### src/rtl/rf_scoreboard.sv
// rf_scoreboard
// -------------
// Register hazard scoreboard that sits beside the register-file read, just
// after register decode. It keeps one pending-write counter per architectural
// register. It stalls decode in two cases: when a used source register still
// has an outstanding write, or when issuing would overflow a destination
// counter. Writeback retires pending writes, and a flush clears all tracking.
//
// Ports
//   clk           clock; all state changes on the rising edge
//   rst_b         synchronous active-low reset; overrides every other input
//   dec_valid     an instruction is present in decode
//   dec_ready     decode may issue this cycle (combinational, 0 = stall)
//   rf_rs1..3     source register indices
//   rs_used       per-source use enables {rs3, rs2, rs1}
//   rf_ws1/2      destination register indices
//   rf_we1/2      destination write enables
//   wb_we1/2      writeback retires one write on port 1/2
//   wb_ws1/2      register retired on port 1/2
//   flush         squash: clear all counters and drop the same-cycle issue
//   pending_mask  registered view of the counters, bit r = (count[r] != 0)
//   err_underflow sticky flag: a retire hit a counter that was already zero

module rf_scoreboard #(
  parameter int NREGS  = 16,
  parameter int CNT_W  = 2,
  parameter int PC_IDX = 15
) (
  input  logic              clk,
  input  logic              rst_b,
  input  logic              dec_valid,
  output logic              dec_ready,
  input  logic [3:0]        rf_rs1,
  input  logic [3:0]        rf_rs2,
  input  logic [3:0]        rf_rs3,
  input  logic [2:0]        rs_used,
  input  logic [3:0]        rf_ws1,
  input  logic [3:0]        rf_ws2,
  input  logic              rf_we1,
  input  logic              rf_we2,
  input  logic              wb_we1,
  input  logic [3:0]        wb_ws1,
  input  logic              wb_we2,
  input  logic [3:0]        wb_ws2,
  input  logic              flush,
  output logic [NREGS-1:0]  pending_mask,
  output logic              err_underflow
);

  localparam int IDX_W = 4;
  localparam int SUM_W = CNT_W + 2;
  // Largest count a register may hold, widened to the arithmetic width.
  localparam logic [SUM_W-1:0] CNT_MAX = {2'b00, {CNT_W{1'b1}}};
  localparam logic [IDX_W-1:0] PC_SEL  = IDX_W'(PC_IDX);

  // Counts how many of two (enable, index) pairs select the target register.
  function automatic logic [1:0] hit_count(
    input logic             en_a,
    input logic [IDX_W-1:0] idx_a,
    input logic             en_b,
    input logic [IDX_W-1:0] idx_b,
    input logic [IDX_W-1:0] target
  );
    hit_count = {1'b0, en_a && (idx_a == target)}
              + {1'b0, en_b && (idx_b == target)};
  endfunction

  // Zero-extends a 0..2 increment or decrement to the arithmetic width.
  function automatic logic [SUM_W-1:0] widen2(input logic [1:0] v);
    widen2 = {{CNT_W{1'b0}}, v};
  endfunction

  logic [CNT_W-1:0] count_r [NREGS];
  logic [NREGS-1:0] pending_mask_r;
  logic             err_underflow_r;

  logic [IDX_W-1:0] src_idx_s [3];
  logic [1:0]       req_inc_s [NREGS];
  logic [1:0]       inc_s     [NREGS];
  logic [1:0]       dec_s     [NREGS];
  logic [CNT_W-1:0] next_cnt_s [NREGS];
  logic [NREGS-1:0] next_mask_s;
  logic             raw_hazard_s;
  logic             sat_hazard_s;
  logic             ready_s;
  logic             issue_s;
  logic             underflow_s;

  // Collects the three source indices so the RAW check can loop over them.
  always_comb begin
    src_idx_s[0] = rf_rs1;
    src_idx_s[1] = rf_rs2;
    src_idx_s[2] = rf_rs3;
  end

  // RAW hazard: a used, non-PC source register has an outstanding write.
  always_comb begin
    raw_hazard_s = 1'b0;
    for (int i = 0; i < 3; i++) begin
      raw_hazard_s = raw_hazard_s
                   | (rs_used[i]
                      && (src_idx_s[i] != PC_SEL)
                      && (count_r[src_idx_s[i]] != '0));
    end
  end

  // Requested increments and retire decrements per register. Both are
  // computed without looking at issue, which keeps the saturation check
  // free of a loop back through dec_ready. The PC register is never
  // tracked, so it gets no increment and no decrement.
  always_comb begin
    for (int r = 0; r < NREGS; r++) begin
      if (r == PC_IDX) begin
        req_inc_s[r] = 2'b00;
        dec_s[r]     = 2'b00;
      end else begin
        req_inc_s[r] = hit_count(rf_we1, rf_ws1, rf_we2, rf_ws2, IDX_W'(r));
        dec_s[r]     = hit_count(wb_we1, wb_ws1, wb_we2, wb_ws2, IDX_W'(r));
      end
    end
  end

  // Saturation hazard: issuing would push some destination past CNT_MAX.
  // Retires in this cycle are deliberately not credited here.
  always_comb begin
    sat_hazard_s = 1'b0;
    for (int r = 0; r < NREGS; r++) begin
      sat_hazard_s = sat_hazard_s
                   | (({2'b00, count_r[r]} + widen2(req_inc_s[r])) > CNT_MAX);
    end
  end

  // Stall decision and the qualified issue strobe.
  always_comb begin
    ready_s = ~raw_hazard_s & ~sat_hazard_s;
    issue_s = dec_valid & ready_s & ~flush;
  end

  // Next counter values. A retire that would drive a counter below zero
  // clamps the counter to zero and raises the underflow flag.
  always_comb begin
    underflow_s = 1'b0;
    for (int r = 0; r < NREGS; r++) begin
      logic [SUM_W-1:0] sum_v;
      inc_s[r] = issue_s ? req_inc_s[r] : 2'b00;
      sum_v    = {2'b00, count_r[r]} + widen2(inc_s[r]);
      if (sum_v < widen2(dec_s[r])) begin
        next_cnt_s[r] = '0;
        underflow_s   = 1'b1;
      end else begin
        next_cnt_s[r] = CNT_W'(sum_v - widen2(dec_s[r]));
      end
      next_mask_s[r] = (next_cnt_s[r] != '0);
    end
  end

  // State update: reset wins over flush, and flush wins over normal tracking.
  // A flush does not clear the sticky underflow flag.
  always_ff @(posedge clk) begin
    if (!rst_b) begin
      for (int r = 0; r < NREGS; r++) begin
        count_r[r] <= '0;
      end
      pending_mask_r  <= '0;
      err_underflow_r <= 1'b0;
    end else if (flush) begin
      for (int r = 0; r < NREGS; r++) begin
        count_r[r] <= '0;
      end
      pending_mask_r  <= '0;
      err_underflow_r <= err_underflow_r;
    end else begin
      for (int r = 0; r < NREGS; r++) begin
        count_r[r] <= next_cnt_s[r];
      end
      pending_mask_r  <= next_mask_s;
      err_underflow_r <= err_underflow_r | underflow_s;
    end
  end

  assign dec_ready     = ready_s;
  assign pending_mask  = pending_mask_r;
  assign err_underflow = err_underflow_r;

endmodule

### config.mk
export PLATFORM = sky130hd
export DESIGN_NAME = rf_scoreboard
export DESIGN_NICKNAME = d
export VERILOG_FILES = /design/src/rtl/rf_scoreboard.sv
export SDC_FILE = /design/constraint.sdc
export NUM_CORES = 1
export LEC_CHECK = 0
export BUFFER_PORTS_ARGS = -buffer_cell sky130_fd_sc_hd__buf_2
export CAP_MARGIN = 10
export CORE_ASPECT_RATIO = 1.75
export CORE_MARGIN = 2
export CORE_UTILIZATION = 45
export CTS_BUF_LIST = sky130_fd_sc_hd__clkbuf_16
export DETAILED_ROUTE_END_ITERATION = 10
export GPL_TIMING_DRIVEN = 0
export MAX_ROUTING_LAYER = met4
export PLACE_DENSITY_LB_ADDON = 0.05
export SLEW_MARGIN = 20
export SYNTH_ARGS = -nofsm -noshare
export SYNTH_HDL_FRONTEND = slang
export SYNTH_SLANG_ARGS = --single-unit
### constraint.sdc
create_clock -name clk -period 5 [get_ports clk]
set_input_delay 0.5 -clock clk [delete_from_list [all_inputs] [get_ports clk]]
set_output_delay 0.5 -clock clk [all_outputs]
set_load 0.03 [all_outputs]
Yosys cells after proc, flatten, opt, wreduce, memory -nomap -nowiden
Memories as Yosys holds them, arrays and structs flattened.
Cells that the tools add are included.
- RAM bits: 32
- register bits after elaboration: 17
- memories: 1
- output and inout port bits: 18
- input bits: 39
- memories (name ; words ; width ; read ports ; clocked after memory_dff ; write ports ; line ; source):
    count_r ; 16 ; 2 ; 19 ; 0 ; 16 ; 73 ; logic [CNT_W-1:0] count_r [NREGS];
- equality and inequality tests: 59
- bitwise logic cells: 57
- muxes and demuxes: 86
- magnitude comparators: 32
- reduce and logical (&&, ||, !) cells: 90
- add/subtract/negate cells: 75
- operators with widths (kind ; count):
    two-way mux 2 bit ; 63
    == test 4 bit, second input constant ; 28
    adder 2 x 2 -> 3 bit ; 30
    logical AND 1 bit ; 66
    == test 4 x 3 -> 1 bit, second input constant ; 16
    adder 1 x 1 -> 2 bit ; 30
    OR 1 bit ; 50
    > comparator 3 x 2 -> 1 bit, second input constant ; 15
    < comparator 3 x 2 -> 1 bit ; 15
    nonzero test 2 bit ; 19
    == test 4 x 2 -> 1 bit, second input constant ; 8
    subtractor 2 bit ; 15
    two-way mux 1 bit ; 23
    == test 4 x 1 -> 1 bit, second input constant ; 4
    zero test 4 bit ; 4
    inequality test 4 bit, second input constant ; 3
    inverter 1 bit ; 4
    AND 1 bit ; 3
    > comparator 2 bit, second input constant ; 1
    < comparator 2 x 1 -> 1 bit, second input constant ; 1
    OR reduction 2 bit ; 1

Depth between registers and ports, before layout
Gate-level depths: netlist of run 1.
- word-level depth: 44
- gate-level depth with buffers: 21

Worst setup path after synthesis of run 1
OpenSTA, ideal clock, no wires.
- kind: input-to-reg
- start point: in rf_ws1[3]
- end point: reg pending_mask_r[0] (netlist: pending_mask[0])
- arrival: 4.463 ns
- cell stages on the path: 20
- path buffers: 2
- required time: 4.877 ns
- setup time: 0.123 ns
- slack: 0.414 ns
- path through: or3b_2 -> nor3_1 -> ha_1 -> ha_1 -> nand3_1 -> nand3_1 -> nor4_1 -> nand3_1 -> buf_2 -> buf_2 -> nor4_1 -> ha_1 -> inv_1 -> fa_1 -> inv_1 -> ha_1 -> nor2b_1 -> nor3b_1 -> nor4_1 -> or2_2
- cells in the longest elaborated chain, start to end: 29
- elaborated cells between the ends (all ways): 100
- RTL lines (item ; line ; source):
    start, declared ; 37 ; input logic [3:0] rf_ws1,
    == test 4 x 1 -> 1 bit / zero test 4 bit (equally long branches) ; 64 ; hit_count = {1'b0, en_a && (idx_a == target)}
    logical AND 1 bit ; 64 ;
    adder 1 x 1 -> 2 bit ; 65 ; + {1'b0, en_b && (idx_b == target)};
    adder 2 x 2 -> 3 bit ; 129 ; | (({2'b00, count_r[r]} + widen2(req_inc_s[r])) > CNT_MAX);
    > comparator 3 x 2 -> 1 bit ; 129 ;
    OR 1 bit (15 in a row) ; 129 ;
    inverter 1 bit ; 135 ; ready_s = ~raw_hazard_s & ~sat_hazard_s;
    AND 1 bit ; 135 ;
    AND 1 bit (2 in a row) ; 136 ; issue_s = dec_valid & ready_s & ~flush;
    two-way mux 2 bit (*) ; 145 ; inc_s[r] = issue_s ? req_inc_s[r] : 2'b00;
    adder 2 x 2 -> 3 bit (*) ; 146 ; sum_v = {2'b00, count_r[r]} + widen2(inc_s[r]);
    < comparator 3 x 2 -> 1 bit / subtractor 2 bit (equally long branches) ; 147, 151 ;
    two-way mux 2 bit (*) ; 147 ; if (sum_v < widen2(dec_s[r])) begin
    nonzero test 2 bit (*) ; 153 ; next_mask_s[r] = (next_cnt_s[r] != '0);
    end signal, assigned ; 176 ; pending_mask_r <= next_mask_s;
    end, declared ; 74 ; logic [NREGS-1:0] pending_mask_r;
Every way passes the cells marked *; elsewhere a longest branch is shown, timed or not.
A chain may end at the register's enable or synchronous reset.

Final worst setup path of run 1
- start point: in rf_ws1[3]
- end point: reg err_underflow_r (netlist: err_underflow)
- cells in the longest elaborated chain, start to end: 44
- elaborated cells between the ends (all ways): 156
- RTL lines (item ; line ; source):
    == test 4 x 1 -> 1 bit / zero test 4 bit (equally long branches) ; 64 ;
    logical AND 1 bit ; 64 ;
    adder 1 x 1 -> 2 bit ; 65 ;
    adder 2 x 2 -> 3 bit ; 129 ;
    > comparator 3 x 2 -> 1 bit ; 129 ;
    OR 1 bit (15 in a row) ; 129 ;
    inverter 1 bit ; 135 ;
    AND 1 bit ; 135 ;
    AND 1 bit (2 in a row) ; 136 ;
    two-way mux 2 bit ; 145 ;
    adder 2 x 2 -> 3 bit ; 146 ;
    < comparator 3 x 2 -> 1 bit ; 147 ;
    two-way mux 1 bit (14 in a row) ; 147 ;
    two-way mux 1 bit (*) (2 in a row) ; 147 ;
    OR 1 bit (*) ; 177 ; err_underflow_r <= err_underflow_r | underflow_s;
    end signal, assigned ; 171 ; err_underflow_r <= err_underflow_r;
    end signal, assigned ; 177 ;
    end, declared ; 75 ; logic err_underflow_r;
Marks and branches as above.

==> flow_summary_export.csv, run 1 <==
group,metric,value,unit
outcome,status,"complete, no violations",
setup_path,path_class,"input port to flip-flop",
setup_path,r2r_cells,17,
timing,skew,0.00733,ns
final_layout,diodes,0,
global_routing,grt_pass1_wl,25600,um
setup_path,r2r_end,"err_underflow$_SDFFE_PN0N_",
power,power_density,187,mW/mm2
synthesis,syn_area,0.00503,mm2
synthesis,synth.area.top_cells,"ha_1 (22%), edfxtp_1 (17%), dfxtp_1 (7.2%)",
clock_tree,clk-insertion-delay-late,0.30,ns
die,dieArea,0.0121,mm2
final_layout,fillers,1068,
final_layout,nets,825,
final_layout,syn2layout_area_growth,20.6,%
power,switching_power,0.370,mW
drt,vias,4716,
clock_tree,cts_root_buf,"clkbuf_16",
global_routing,grt_use_total,28.9,%
global_routing,grt_max_degree,15,
placed_design,placed_cells,800,
drt,drtIter0Drc,202,
clock_tree,cts_max_level,2,
setup_path,required,5.19,ns
drt,via_per_inst,5.79,
timing,finalCritPeriodShare,97.9,%
synthesis,avgSynthCellArea,8.53,um2
placed_design,io_buffers,52,
power,peakVddDrop,181,uV
worst_hold_path,min_from,"rst_b",
timing,rsz0062_at_grt,"yes",
die,core,0.0110,mm2
worst_hold_path,hold_depth,2,
die,start_util,45.5,%
setup_path,critPathArrivalTime,5.09,ns
synthesis,ys_warn_count,0,
drt,first_pass_iters,4,
placed_design,dp_hpwl,13900,um
global_routing,antenna_found_initial,0,
worst_hold_path,hp-class,"input port to flip-flop",
power,clkPwrFrac,34.0,%
die,die_y,144,um
clock_tree,clkTransAtPathRegs,0.07,ns
global_routing,grt_pass1_vias,4864,
clock_tree,cts_hold_buf,0,
setup_path,cp-end-kind,"flip-flop",
synthesis,async_reset_ff_share,0,%
setup_path,r2r_slack,0.26,ns
placed_design,dpl_cell_area,0.00555,mm2
final_layout,final_layout_size_suffix_gt1_share,21.7,%
timing,fmax,204,MHz
die,die-width,83.9,um
synthesis,synth_cell_types,47,
clock_tree,cts_tree,"yes",
power,cellLeakagePower,2.68,nW
timing,drv_slew,0,
power,switching_share,32.6,%
die,row_count,51,
power,power_frac_seq,39.5,%
final_layout,postLayoutCoreUtil,54.9,%
power,internal_power,0.764,mW
setup_path,cp-start-kind,"input port",
run,drv_cap,0,
timing,fin_ws,0.104,ns
worst_hold_path,hold_end,"err_underflow$_SDFFE_PN0N_",
timing,timing.final.hold_violations,0,
synthesis,yosysTopAreaCell,"ha_1",
clock_tree,cts_sinks,46,
synthesis,synth_top_area_share,22.4,%
timing,slew_headroom,42.4,%
die,ios,57,
drt,wl_per_cell,20.6,um
final_layout,stdcell_count,814,
timing,setup_viol,0,
global_routing,gr-total-overflow,0,
synthesis,synth_ff_type,"edfxtp_1",
synthesis,synth-edff-count,28,
power,combPwrFrac,26.5,%
synthesis,ys_ff_latch,46,
placed_design,dp_slack,-1.07,ns
timing,tightest_slew,0.856,ns
drt,drt_drc_violations_left,0,
clock_tree,numCtsBuffers,5,
setup_path,r2r_start,"count_r[14][1]$_SDFFCE_PN0P_",
drt,ant_nets,0,
timing,final.min_clock_period,4.90,ns
clock_tree,cts_max_path_buffers,2,
drt,wl,16800,um
setup_path,path_max_fanout,10,
final_layout,final_area,0.00606,mm2
synthesis,ys_seq_area_share,23.9,%
placed_design,routabilityCongestion,0.981,
synthesis,postSynthCellCount,589,
metrics by stage:
step           TNS [ns]  hold WS, ns  total power [mW]
5_1_grt          -0.164        0.444              1.18
3_5_place_dp     -13.98        0.464             0.715
3_3_place_gp     -11.62        0.445             0.709
4_1_cts               0        0.431              1.12
6_report              0        0.432              1.13
2_1_floorplan         0        0.618             0.614
worst max-delay path, stage by stage:
cell     delay [ns]
buf_2          0.12
or3b_4         0.43
nor3_4         0.16
ha_2           0.21
ha_1           0.23
nand3_1        0.10
nand3_1        0.09
nor4_2         0.30
nand3_2        0.16
buf_6          0.18
buf_4          0.18
nor4_1         0.32
ha_1           0.23
fa_1           0.44
ha_1           0.31
nor2b_1        0.21
nor3_2         0.10
nor4_4         0.44
a41oi_2        0.16
o21a_1         0.20
placed cells by master (no fill, tap or decap), types with 3 or more instances in the layout:
cell type / n
ha_1: 87
or2_2: 15
fa_1: 15
nor4_1: 26
o22ai_1: 3
buf_6: 4
ha_2: 3
nand2b_1: 15
a21oi_1: 8
a211oi_1: 6
nand3b_1: 9
nand2_1: 6
clkbuf_16: 5
o21ai_0: 8
nand4_1: 4
nor4_2: 10
nand3_1: 50
a2111oi_0: 5
nor3_4: 3
or4_1: 3
clkbuf_1: 8
nor4_4: 6
or4_4: 3
conb_1: 29
dfxtp_1: 18
edfxtp_1: 28
inv_1: 60
nor3_1: 50
buf_4: 13
nor2_1: 57
buf_2: 58
nor2b_1: 20
nor3_2: 10
layer usage:
layer	vias up	track usage, %	share of wire, %
li1	2307	-	-
met1	2258	29.9	38
met2	108	54.0	54
met3	43	2.18	2.7
met4	0	15.7	5.7
met5	-	-	0
area by class of cell:
type	instances	area (um2)	area share, %
well taps	132	165	2.73
multi-input cells	485	3840	63.4
clock buffers	5	125	2.06
repair buffers	58	303	5.00
clock inverters	3	40.0	0.661
plain buffers	25	160	2.64
inverters	60	225	3.72
flip-flops and latches	46	1200	19.8
how the worst max path moves through the flow:
stage | start | to | slack [ns] | cells past startpoint
final | rf_ws1[3] | err_underflow$_SDFFE_PN0N_ | 0.10 | 20
after global routing | rf_ws2[1] | err_underflow$_SDFFE_PN0N_ | -0.11 | 20
after CTS | rf_we2 | err_underflow$_SDFFE_PN0N_ | 0.10 | 22
after detailed placement | rf_ws1[3] | err_underflow$_SDFFE_PN0N_ | -1.07 | 20
after global placement | rf_ws1[3] | err_underflow$_SDFFE_PN0N_ | -1.0 | 19
after floorplan | rf_ws1[3] | pending_mask[0]$_SDFF_PN0_ | 0.41 | 20
registers in the layout, indices dropped and copies added, names as in the netlist:
| signal | flops |
|---|---|
| count_r | 30 |
| pending_mask | 15 |
| err_underflow | 1 |
kinds of logic after synthesis:
kind of cell             after synthesis  synth area share (%)
buffers and inverters                 85                  7.44
flip-flops                            46                  23.9
multiplexers                           1                 0.224
XOR/XNOR                               2                 0.349
AND/OR/NAND/NOR                      303                  33.0
other                                  2                 0.149
adder cells (fa/ha/maj)              105                  28.4
AO/OA/AOI/OAI                         45                  6.57
power groups by stage:
| stage | registers, mW | clock network (mW) | logic [mW] |
|---|---|---|---|
| global route | 0.450 | 0.405 | 0.329 |
| CTS | 0.447 | 0.398 | 0.277 |
| detailed placement | 0.456 | 0 | 0.259 |
| global placement | 0.455 | 0 | 0.254 |
| finish | 0.447 | 0.386 | 0.301 |
| floorplan | 0.461 | 0 | 0.153 |
cells in the mapped netlist (15+ instances only):
| master | number |
|---|---|
| dfxtp_1 | 18 |
| edfxtp_1 | 28 |
| fa_1 | 15 |
| ha_1 | 90 |
| inv_1 | 60 |
| nand2b_1 | 15 |
| nand3_1 | 51 |
| nor2_1 | 58 |
| nor2b_1 | 21 |
| nor3_1 | 61 |
| nor4_1 | 42 |
| or2_2 | 15 |
repair_timing:
item                       4_1_cts  5_1_grt
buffers inserted                 1        4
setup endpoints to repair       22       11
gates resized for setup         30       26
pin swaps                        3        7
gates cloned                     0        1
Note: power is estimated with default switching activity, not from simulation.
==> run 2: changes to the inputs <==
- BUFFER_PORTS_ARGS: -buffer_cell sky130_fd_sc_hd__buf_2 -> default
- DONT_BUFFER_PORTS: default -> 1
==> run 2 against run 1 <==
Register-to-register slack gained 0.12 ns. Sequential share of layout area grew 1.5 points. Cell count shrank 7.0%. Non-clock buffer count shrank 56. Sequential power grew 4%. Combinational power shrank 22%. Total power shrank 9.3%. Critical path type unchanged. Highest routed layer unchanged.
==> flow_summary_export.csv, run 2 (synthesis results as in run 1) <==
group,metric,value,unit
setup_path,critPathMaxStageDelay,0.50,ns
placed_design,io_buffers,0,
final_layout,final_layout_size_suffix_gt1_share,12.6,%
clock_tree,cts_max_path_buffers,2,
global_routing,antenna_found_initial,0,
power,peakVddDrop,128,uV
clock_tree,numCtsBuffers,5,
clock_tree,cts_root_buf,"clkbuf_16",
timing,slew_headroom,33.9,%
timing,setup_viol,0,
setup_path,path_class,"input port to flip-flop",
placed_design,routabilityCongestion,1.00,
timing,holdWs,0.329,ns
setup_path,path_max_fanout,10,
setup_path,crit_chain,"or3b_2 > nor2_1 > ha_1 > ha_1 > nand3_1 > nand4_1 > nor4_1 > nand3_1 > buf_6 > buf_4 > nor4_4 > ha_1 > inv_1 > fa_1 > inv_1 > ha_1 > nor2b_2 > nor3b_2 > nor4_4 > a41oi_2 > o21a_1",
setup_path,cp-start-kind,"input port",
final_layout,diodes,0,
worst_hold_path,hp-class,"input port to flip-flop",
final_layout,largest_register_ffs,30,
setup_path,crit_family,"simple AND/OR/NAND/NOR gates",
final_layout,final_cell_mix,"ha_1 (88), inv_1 (61), nor2_1 (58)",
timing,final.min_clock_period,4.90,ns
timing,tightest_slew,0.983,ns
timing,finalCritPeriodShare,98.0,%
setup_path,path_buf_inv,4,
power,cellLeakagePower,2.40,nW
clock_tree,cts_max_level,2,
placed_design,dpl_cell_area,0.00530,mm2
final_layout,layout_commonest_cell,"ha_1",
timing,timing.final.hold_violations,0,
die,die-width,83.9,um
die,start_util,45.5,%
global_routing,grt_max_degree,14,
setup_path,required,5.19,ns
global_routing,gr-total-overflow,0,
drt,ant_nets,0,
setup_path,slowest_stage,"or3b_2",
drt,drtIter0Drc,167,
global_routing,grt_use_total,28.6,%
global_routing,grt_pass1_wl,25300,um
outcome,status,"complete, no violations",
die,ios,57,
drt,wl,16300,um
drt,first_pass_iters,6,
die,dieArea,0.0121,mm2
timing,skew,0.00730,ns
drt,drt-met1-wl,6030,um
drt,wl_per_cell,21.6,um
final_layout,top_register,"count_r",
global_routing,grt_pass1_vias,4581,
final_layout,syn2layout_area_growth,12.2,%
setup_path,cp_common_cell,"ha_1",
clock_tree,clkTransAtPathRegs,0.06,ns
drt,via_per_inst,5.88,
clock_tree,cts_sinks,46,
run,drv_cap,0,
final_layout,fillers,1128,
die,row_count,51,
drt,drt_drc_violations_left,0,
drt,topRoutingLayerUsed,"met4",
final_layout,stdcell_count,757,
drt,wl_met2,8760,um
power,power_density,182,mW/mm2
die,die_y,144,um
drt,wl_met3,738,um
setup_path,cp-end-kind,"flip-flop",
placed_design,placed_cells,748,
final_layout,nets,769,
final_layout,final_area,0.00564,mm2
setup_path,critPathArrivalTime,5.08,ns
drt,vias,4452,
clock_tree,clk-insertion-delay-late,0.29,ns
die,core,0.0110,mm2
placed_design,dp_hpwl,13800,um
timing,fmax,204,MHz
timing,drv_slew,0,
clock_tree,cts_tree,"yes",
run 2: changes by cell type in the layout (fill, tap and decap cells not counted), moves of 3 or more:
cell	previous run	this run
nor4_2	10	5
buf_2	58	5
nor3_4	3	0
buf_4	13	10
nor3_1	50	55
nor4_1	26	32
run 2: final timing paths:
| kind | startpoint | to | slack [ns] | depth (start not counted) |
|---|---|---|---|---|
| worst max-delay path | rf_ws1[3] | err_underflow$_SDFFE_PN0N_ | 0.10 | 21 |
| worst min-delay path | rst_b | err_underflow$_SDFFE_PN0N_ | 0.33 | 1 |
| worst max register to register | count_r[12][1]$_SDFFCE_PN0P_ | err_underflow$_SDFFE_PN0N_ | 0.38 | 15 |
| worst min register to register | err_underflow$_SDFFE_PN0N_ | err_underflow$_SDFFE_PN0N_ | 0.67 | 1 |
run 2: where the power goes:
| part | total (mW) | internal [mW] | switching, mW | leakage (nW) |
|---|---|---|---|---|
| Clock | 0.327 | 0.181 | 0.146 | 0.0671 |
| Sequential | 0.466 | 0.424 | 0.0418 | 0.436 |
| Combinational | 0.236 | 0.0843 | 0.152 | 1.90 |
run 2: per-layer routing:
metal  vias up  track usage, %
met5         -               -
met4         0            13.5
met3        41            4.02
met2       129            52.6
met1      2082            29.8
li1       2200               -
run 2: final cells by class:
type	count	area (um2)	area share, %
Multi-Input combinational cell	485	3730	66.2
Sequential cell	46	1200	21.3
Inverter	60	225	3.99
Tap cell	132	165	2.93
Buffer	25	160	2.84
Clock buffer	5	125	2.22
Timing Repair Buffer	2	15.0	0.266
Clock inverter	2	11.3	0.200
run 2: timing repair:
item / CTS / global route
endpoints found under the setup margin: 4 / 16
resized for setup: 10 / 26
setup buffers: 1 / 1
hold buffers: 0 / 0
pin swaps: 3 / 3
run 2: worst register-to-register path, delay by kind of cell, from the launching register on:
family	cells	cell delay, ns
AO/OA/AOI/OAI	4	0.75
adder cells (fa/ha/maj)	3	0.94
buffers and inverters	2	0.52
flip-flops	1	0.54
AND/OR/NAND/NOR	6	1.77
run 2: through the flow:
stage                     utilization (%)  setup TNS (ns)  total power [mW]  worst slack, ns
after CTS                            49.8               0              1.02          0.00936
after floorplan                         -               0             0.614            0.414
after detailed placement             48.0           -4.29             0.686           -0.830
after global placement               47.9           -2.73             0.682           -0.702
final                                51.1               0              1.03            0.102
after global routing                 51.1         -0.0480              1.08          -0.0480
